### src/rtl/sb_param_pkg.sv
// Shared types and sizing helpers for the parametrised switch-block tile.
// Optional SB_CFG_PARITY_EN (see sb_param_cfg_tile) does not change anything here.
package sb_param_pkg;

  localparam int NUM_SIDES = 4;

  typedef enum logic [1:0] {
    RIGHT  = 2'd0,
    TOP    = 2'd1,
    BOTTOM = 2'd2,
    LEFT   = 2'd3
  } side_e;

  typedef enum logic [1:0] {
    ST_IDLE  = 2'd0,
    ST_SHIFT = 2'd1,
    ST_FULL  = 2'd2,
    ST_ERR   = 2'd3
  } cfg_state_e;

  // One extra code beyond the inputs so sel=0 can mean "drive 0".
  function automatic int sel_w(input int n_in);
    return $clog2(n_in + 1);
  endfunction

  function automatic int cfg_bits(input int chan_w, input int sel_width);
    return NUM_SIDES * chan_w * sel_width;
  endfunction

endpackage

### src/rtl/sb_param_track_mux.sv
// Single output-track mux: sel=k (1..N_IN) drives in_i[k-1]; sel=0 or above N_IN drives 0.
// Purely combinational.
module sb_param_track_mux #(
  parameter int N_IN  = 19,
  parameter int SEL_W = 5
) (
  input  logic [N_IN-1:0]  in_i,
  input  logic [SEL_W-1:0] sel_i,
  output logic             out_o
);

  always_comb begin
    out_o = 1'b0;
    for (int i = 0; i < N_IN; i++) begin
      if (sel_i == SEL_W'(i + 1)) out_o = in_i[i];
    end
  end

endmodule

### src/rtl/sb_param_cfg_tile.sv
// 4-sided switch block with a shadow config chain committed to the active routing by handshake.
// Define SB_CFG_PARITY_EN to append an even-parity bit to the chain and check it on commit.
module sb_param_cfg_tile
  import sb_param_pkg::*;
#(
  parameter int CHAN_W  = 5,
  parameter int NUM_PIN = 4
) (
  input  logic              prog_clk,
  input  logic              pReset,
  input  logic              ccff_head,
  input  logic              cfg_en,
  input  logic              cfg_commit,
  input  logic              cfg_abort,
  output logic              ccff_tail,
  output logic              cfg_ack,
  output logic              cfg_err,
  input  logic [CHAN_W-1:0] chanx_right_in,
  input  logic [CHAN_W-1:0] chany_top_in,
  input  logic [CHAN_W-1:0] chany_bottom_in,
  input  logic [CHAN_W-1:0] chanx_left_in,
  input  logic [NUM_PIN-1:0] pin_right_in,
  input  logic [NUM_PIN-1:0] pin_top_in,
  input  logic [NUM_PIN-1:0] pin_bottom_in,
  input  logic [NUM_PIN-1:0] pin_left_in,
  output logic [CHAN_W-1:0] chanx_right_out,
  output logic [CHAN_W-1:0] chany_top_out,
  output logic [CHAN_W-1:0] chany_bottom_out,
  output logic [CHAN_W-1:0] chanx_left_out
);

  localparam int N_IN     = NUM_PIN + 3 * CHAN_W;
  localparam int SEL_W    = sel_w(N_IN);
  localparam int CFG_BITS = cfg_bits(CHAN_W, SEL_W);
`ifdef SB_CFG_PARITY_EN
  localparam int PAR_W    = 1;
`else
  localparam int PAR_W    = 0;
`endif
  localparam int CHAIN_LEN = CFG_BITS + PAR_W;
  localparam int CNT_W     = $clog2(CFG_BITS + 2);

  logic [CHAIN_LEN-1:0] shadow_q, shadow_d;
  logic [CFG_BITS-1:0]  active_q;
  logic [CNT_W-1:0]     cnt_q;
  cfg_state_e           state_q;
  logic                 tail_q, ack_q, err_q;

  logic full_commit, parity_ok, shift_en;

  assign full_commit = (state_q == ST_FULL) && cfg_commit;
`ifdef SB_CFG_PARITY_EN
  assign parity_ok   = ~^shadow_q;
`else
  assign parity_ok   = 1'b1;
`endif
  // A commit landing on a full chain consumes the cycle: the simultaneous shift is dropped.
  assign shift_en    = cfg_en && !cfg_abort && !full_commit;
  assign shadow_d    = shift_en ? {shadow_q[CHAIN_LEN-2:0], ccff_head} : shadow_q;

  always_ff @(posedge prog_clk) begin
    if (pReset) begin
      shadow_q <= '0;
      active_q <= '0;
      cnt_q    <= '0;
      state_q  <= ST_IDLE;
      tail_q   <= 1'b0;
      ack_q    <= 1'b0;
      err_q    <= 1'b0;
    end else begin
      ack_q    <= 1'b0;
      shadow_q <= shadow_d;
      if (shift_en) tail_q <= shadow_q[CHAIN_LEN-1];
      if (cfg_abort) begin
        cnt_q   <= '0;
        state_q <= ST_IDLE;
        err_q   <= 1'b0;
      end else begin
        case (state_q)
          ST_IDLE: begin
            if (cfg_commit) begin
              state_q <= ST_ERR;
              err_q   <= 1'b1;
            end else if (cfg_en) begin
              cnt_q   <= CNT_W'(1);
              state_q <= (CHAIN_LEN == 1) ? ST_FULL : ST_SHIFT;
            end
          end
          ST_SHIFT: begin
            if (cfg_commit) begin
              state_q <= ST_ERR;
              err_q   <= 1'b1;
            end else if (cfg_en) begin
              cnt_q <= cnt_q + CNT_W'(1);
              if (cnt_q == CNT_W'(CHAIN_LEN - 1)) state_q <= ST_FULL;
            end
          end
          ST_FULL: begin
            if (cfg_commit) begin
              if (parity_ok) begin
                active_q <= shadow_q[CFG_BITS-1:0];
                ack_q    <= 1'b1;
                cnt_q    <= '0;
                state_q  <= ST_IDLE;
              end else begin
                state_q <= ST_ERR;
                err_q   <= 1'b1;
              end
            end else if (cfg_en) begin
              state_q <= ST_ERR;
              err_q   <= 1'b1;
            end
          end
          default: begin
            // Error is sticky until abort; shifts pass through uncounted.
            err_q <= 1'b1;
          end
        endcase
      end
    end
  end

  assign ccff_tail = tail_q;
  assign cfg_ack   = ack_q;
  assign cfg_err   = err_q;

  logic [NUM_SIDES-1:0][CHAN_W-1:0]  chan_in;
  logic [NUM_SIDES-1:0][NUM_PIN-1:0] pin_in;
  logic [NUM_SIDES-1:0][CHAN_W-1:0]  chan_out;

  assign chan_in[RIGHT]  = chanx_right_in;
  assign chan_in[TOP]    = chany_top_in;
  assign chan_in[BOTTOM] = chany_bottom_in;
  assign chan_in[LEFT]   = chanx_left_in;
  assign pin_in[RIGHT]   = pin_right_in;
  assign pin_in[TOP]     = pin_top_in;
  assign pin_in[BOTTOM]  = pin_bottom_in;
  assign pin_in[LEFT]    = pin_left_in;

  for (genvar s = 0; s < NUM_SIDES; s++) begin : g_side
    logic [N_IN-1:0] mux_in;
    assign mux_in[NUM_PIN-1:0] = pin_in[s];
    // The three other sides in fixed order; the own side is skipped so no U-turn exists.
    for (genvar j = 0; j < 3; j++) begin : g_src
      localparam int O = (j < s) ? j : j + 1;
      assign mux_in[NUM_PIN + j*CHAN_W +: CHAN_W] = chan_in[O];
    end
    for (genvar t = 0; t < CHAN_W; t++) begin : g_trk
      localparam int K = s * CHAN_W + t;
      sb_param_track_mux #(
        .N_IN (N_IN),
        .SEL_W(SEL_W)
      ) u_mux (
        .in_i (mux_in),
        .sel_i(active_q[K*SEL_W +: SEL_W]),
        .out_o(chan_out[s][t])
      );
    end
  end

  assign chanx_right_out  = chan_out[RIGHT];
  assign chany_top_out    = chan_out[TOP];
  assign chany_bottom_out = chan_out[BOTTOM];
  assign chanx_left_out   = chan_out[LEFT];

endmodule

### config.mk
export PLATFORM = sky130hd
export DESIGN_NAME = sb_param_cfg_tile
export DESIGN_NICKNAME = d
export VERILOG_FILES = /design/src/rtl/sb_param_pkg.sv /design/src/rtl/sb_param_track_mux.sv /design/src/rtl/sb_param_cfg_tile.sv
export SDC_FILE = /design/constraint.sdc
export NUM_CORES = 1
export LEC_CHECK = 0
export CORE_MARGIN = 2
export CORE_UTILIZATION = 50
export CTS_CLUSTER_DIAMETER = 30
export DETAILED_ROUTE_END_ITERATION = 12
export GPL_ROUTABILITY_DRIVEN = 0
export GPL_TIMING_DRIVEN = 0
export PLACE_DENSITY = 0.68
export SETUP_SLACK_MARGIN = 0.02
export SYNTH_ARGS = -nofsm -noshare
export SYNTH_HDL_FRONTEND = slang
export SYNTH_SLANG_ARGS = --single-unit
### constraint.sdc
create_clock -name prog_clk -period 1.8 [get_ports prog_clk]
set_input_delay 0.27 -clock prog_clk [delete_from_list [all_inputs] [get_ports prog_clk]]
set_output_delay 0.27 -clock prog_clk [all_outputs]
set_load 0.01 [all_outputs]
==> results.ini <==
[sta]
clock_skew_ps = 12.8
slew_violations = 0
worst_slack_ps = -751
worst_pin_slew_ps = 1020
setup_viol = 20
slew_headroom_pct = 32.0
fmax_ghz = 0.392
period_minus_slack_ps = 2550
rsz0062_at_grt = true
hold_viol_final = 0
finalCritPeriodShare_pct = 142
tns_ps = -10260

[worst_setup_path]
r2r_cells = 7
r2r-start = state_q[0]
regToRegEndpoint = active_q[91]
crit_path_end_kind = primary output
crit_required_ps = 1530
worstSetupStartpointType = input pin
r2r_slack_ps = 80
critical_path_class = in -> out
crit_fanout = 5
crit_arrival_ps = 2280

[logic_synthesis]
synth_fp_nets = 1635
synthArstFlopShare_pct = 0
yosysMostFrequentCell = nand2_1
yosysSeqAreaShare_pct = 35.5
yosys_warnings = 0
ys_ff_latch = 212
synthFlopType = dfxtp_1
synth-edff-count = 0
synthTopCellsByCount = nand2_1 (441), a21oi_1 (262), dfxtp_1 (212)
synth_cell_types = 68
syn-cell-area_mm2 = 0.0120
synth_top_area_cell = dfxtp_1
synth.area.top_cells = dfxtp_1 (35%), nand2_1 (14%), a21oi_1 (11%)
syn_avg_cell_area_um2 = 7.53
synth_cells = 1588
synth_top_area_share_pct = 35.5

[detailed_routing]
drc = 0
drt-initial-drc-count = 1206
vias_per_cell = 5.97
routed_wl_um = 38800
routedWlPerCell_um = 18.8
vias = 12300
drtPass1Iterations = 6
final_antenna_net_count = 0

[cts]
clock_sinks = 212
cts-buffers-inserted = 45
clk_latency_ps = 530
ctsHoldBuffers = 0
clk_pin_slew_worst_paths_ps = 50
cts_tree = yes
root_buffer = clkbuf_16
max-clock-path-buffers = 3
h-tree-depth = 2

[die]
coreArea_mm2 = 0.0235
start_util_pct = 51.0
dieArea_mm2 = 0.0252
die_h_um = 159
die_w_um = 159
ios = 65
num_rows = 56

[power_and_ir_drop]
pwr_density_cell_mw_per_mm2 = 864
p_leak_nw = 5.27
ir_worst_vdd_mv = 0.743
power_mw = 13.4

[place]
dp_hpwl_um = 24700
portBuffers = 62

[status]
violations = setup timing
outcome = finished with violations

[global_route]
gr-total-overflow = 0
antenna_found_initial = 0
grt_pass1_wl_um = 60200
grt_max_degree = 12
grt_use_total_pct = 30.7
grt_pass1_vias = 11400

[finish]
nFillCells = 1998
layout.nets = 1760
area_growth_pct = 29.8
diodes = 0
drive_above_1_share_pct = 24.8

[worst_hold_path]
hp-start = pReset
min_path_cells = 3
whs_endpoint = cfg_err
hold_path_class = in -> reg

[flow_run]
maxCapViolCount = 0

[sequential cells by signal (all words and copies together) (netlist names)]
signal / cells
ccff_tail: 1
cfg_err: 1
cnt_q: 7
active_q: 100
state_q: 2
shadow_q: 100
cfg_ack: 1
[layout by cell type (no fill, tap or decap), types with 10 or more instances in the layout]
cell type	instances
a21oi_1	249
a21oi_2	13
a31oi_1	14
buf_2	17
buf_4	61
buf_6	30
clkbuf_1	33
clkbuf_16	47
clkbuf_2	26
clkbuf_4	20
clkbuf_8	20
clkdlybuf4s50_1	23
clkinv_2	10
dfxtp_1	174
dfxtp_2	29
dlygate4sd2_1	11
inv_1	20
mux2_2	17
mux2i_1	44
mux4_2	33
nand2_1	440
nand2b_1	19
nand3b_1	16
nor2_1	60
nor2b_1	17
nor3_1	21
o21ai_0	28
o21ai_1	17
o21ai_2	10
[worst max-delay path, stage by stage]
cell and delay, ps:
clkdlybuf4s50_1 630, mux2i_1 130, mux4_2 490, nor3_2 120, a211oi_1 70, a311oi_1 300
buf_4 180, buf_6 90
[stage by stage]
stage | instance area (um^2) | hold slack (ps) | util [%] | setup slack [ps] | std cells
2_1_floorplan | 12000 | 406 | - | -152 | 1588
3_3_place_gp | 13000 | 444 | 55.6 | -1840 | 1969
3_5_place_dp | 13000 | 456 | 55.6 | -1820 | 1969
4_1_cts | 15300 | 266 | 65.1 | -865 | 2063
5_1_grt | 15500 | 312 | 66.2 | -792 | 2066
6_report | 15500 | 272 | 66.2 | -751 | 2066
[how the worst max path moves through the flow]
stage	slack, ps	startpoint	endpoint
after floorplan	-150	active_q[51]	chany_bottom_out[0]
after global placement	-1840	chanx_right_in[0]	chanx_left_out[4]
after detailed placement	-1820	chany_bottom_in[2]	chanx_left_out[4]
after CTS	-870	active_q[42]	chany_top_out[3]
after global routing	-790	active_q[40]	chany_top_out[3]
final	-750	pin_top_in[1]	chany_top_out[3]
[final cells by class]
| class | instances | area, um^2 | share of cell area [%] |
|---|---|---|---|
| well taps | 319 | 399 | 2.57 |
| clock buffers | 60 | 1280 | 8.27 |
| clock inverters | 21 | 161 | 1.04 |
| repair buffers | 118 | 1060 | 6.83 |
| inverters | 24 | 92.6 | 0.596 |
| flip-flops and latches | 212 | 4310 | 27.8 |
| multi-input cells | 1189 | 7320 | 47.1 |
| plain buffers | 123 | 901 | 5.80 |
[layer usage]
| metal | vias to the layer above | share of wire [%] | track usage (%) |
|---|---|---|---|
| li1 | 5780 | - | - |
| met1 | 5896 | 42 | 41.7 |
| met2 | 536 | 45 | 48.5 |
| met3 | 132 | 7.9 | 3.97 |
| met4 | 0 | 4.5 | 14.6 |
| met5 | - | 0 | 0 |
[logic make-up (layout without fill, tap and decap cells)]
kind of cell | Yosys count | in the layout | share of synthesized area [%]
buffers and inverters | 187 | 346 | 7.00
multiplexers | 103 | 103 | 12.3
adder cells (fa/ha/maj) | 5 | 5 | 0.523
flip-flops | 212 | 212 | 35.5
AND/OR/NAND/NOR | 644 | 644 | 23.5
AO/OA/AOI/OAI | 437 | 437 | 21.2
[power breakdown]
part	total (mW)	internal (mW)	switching (mW)	leakage, nW
registers	4.72	4.71	0.00929	1.73
logic	0.988	0.349	0.639	2.84
clock network	7.72	5.12	2.60	0.706
[what timing repair did]
action,CTS,global route
gates cloned,1,0
pin swaps,54,56
resized for setup,367,119
endpoints found under the hold margin,0,0
setup endpoints to repair,219,98
setup buffers,41,14
(Power assumes the default switching activity.)
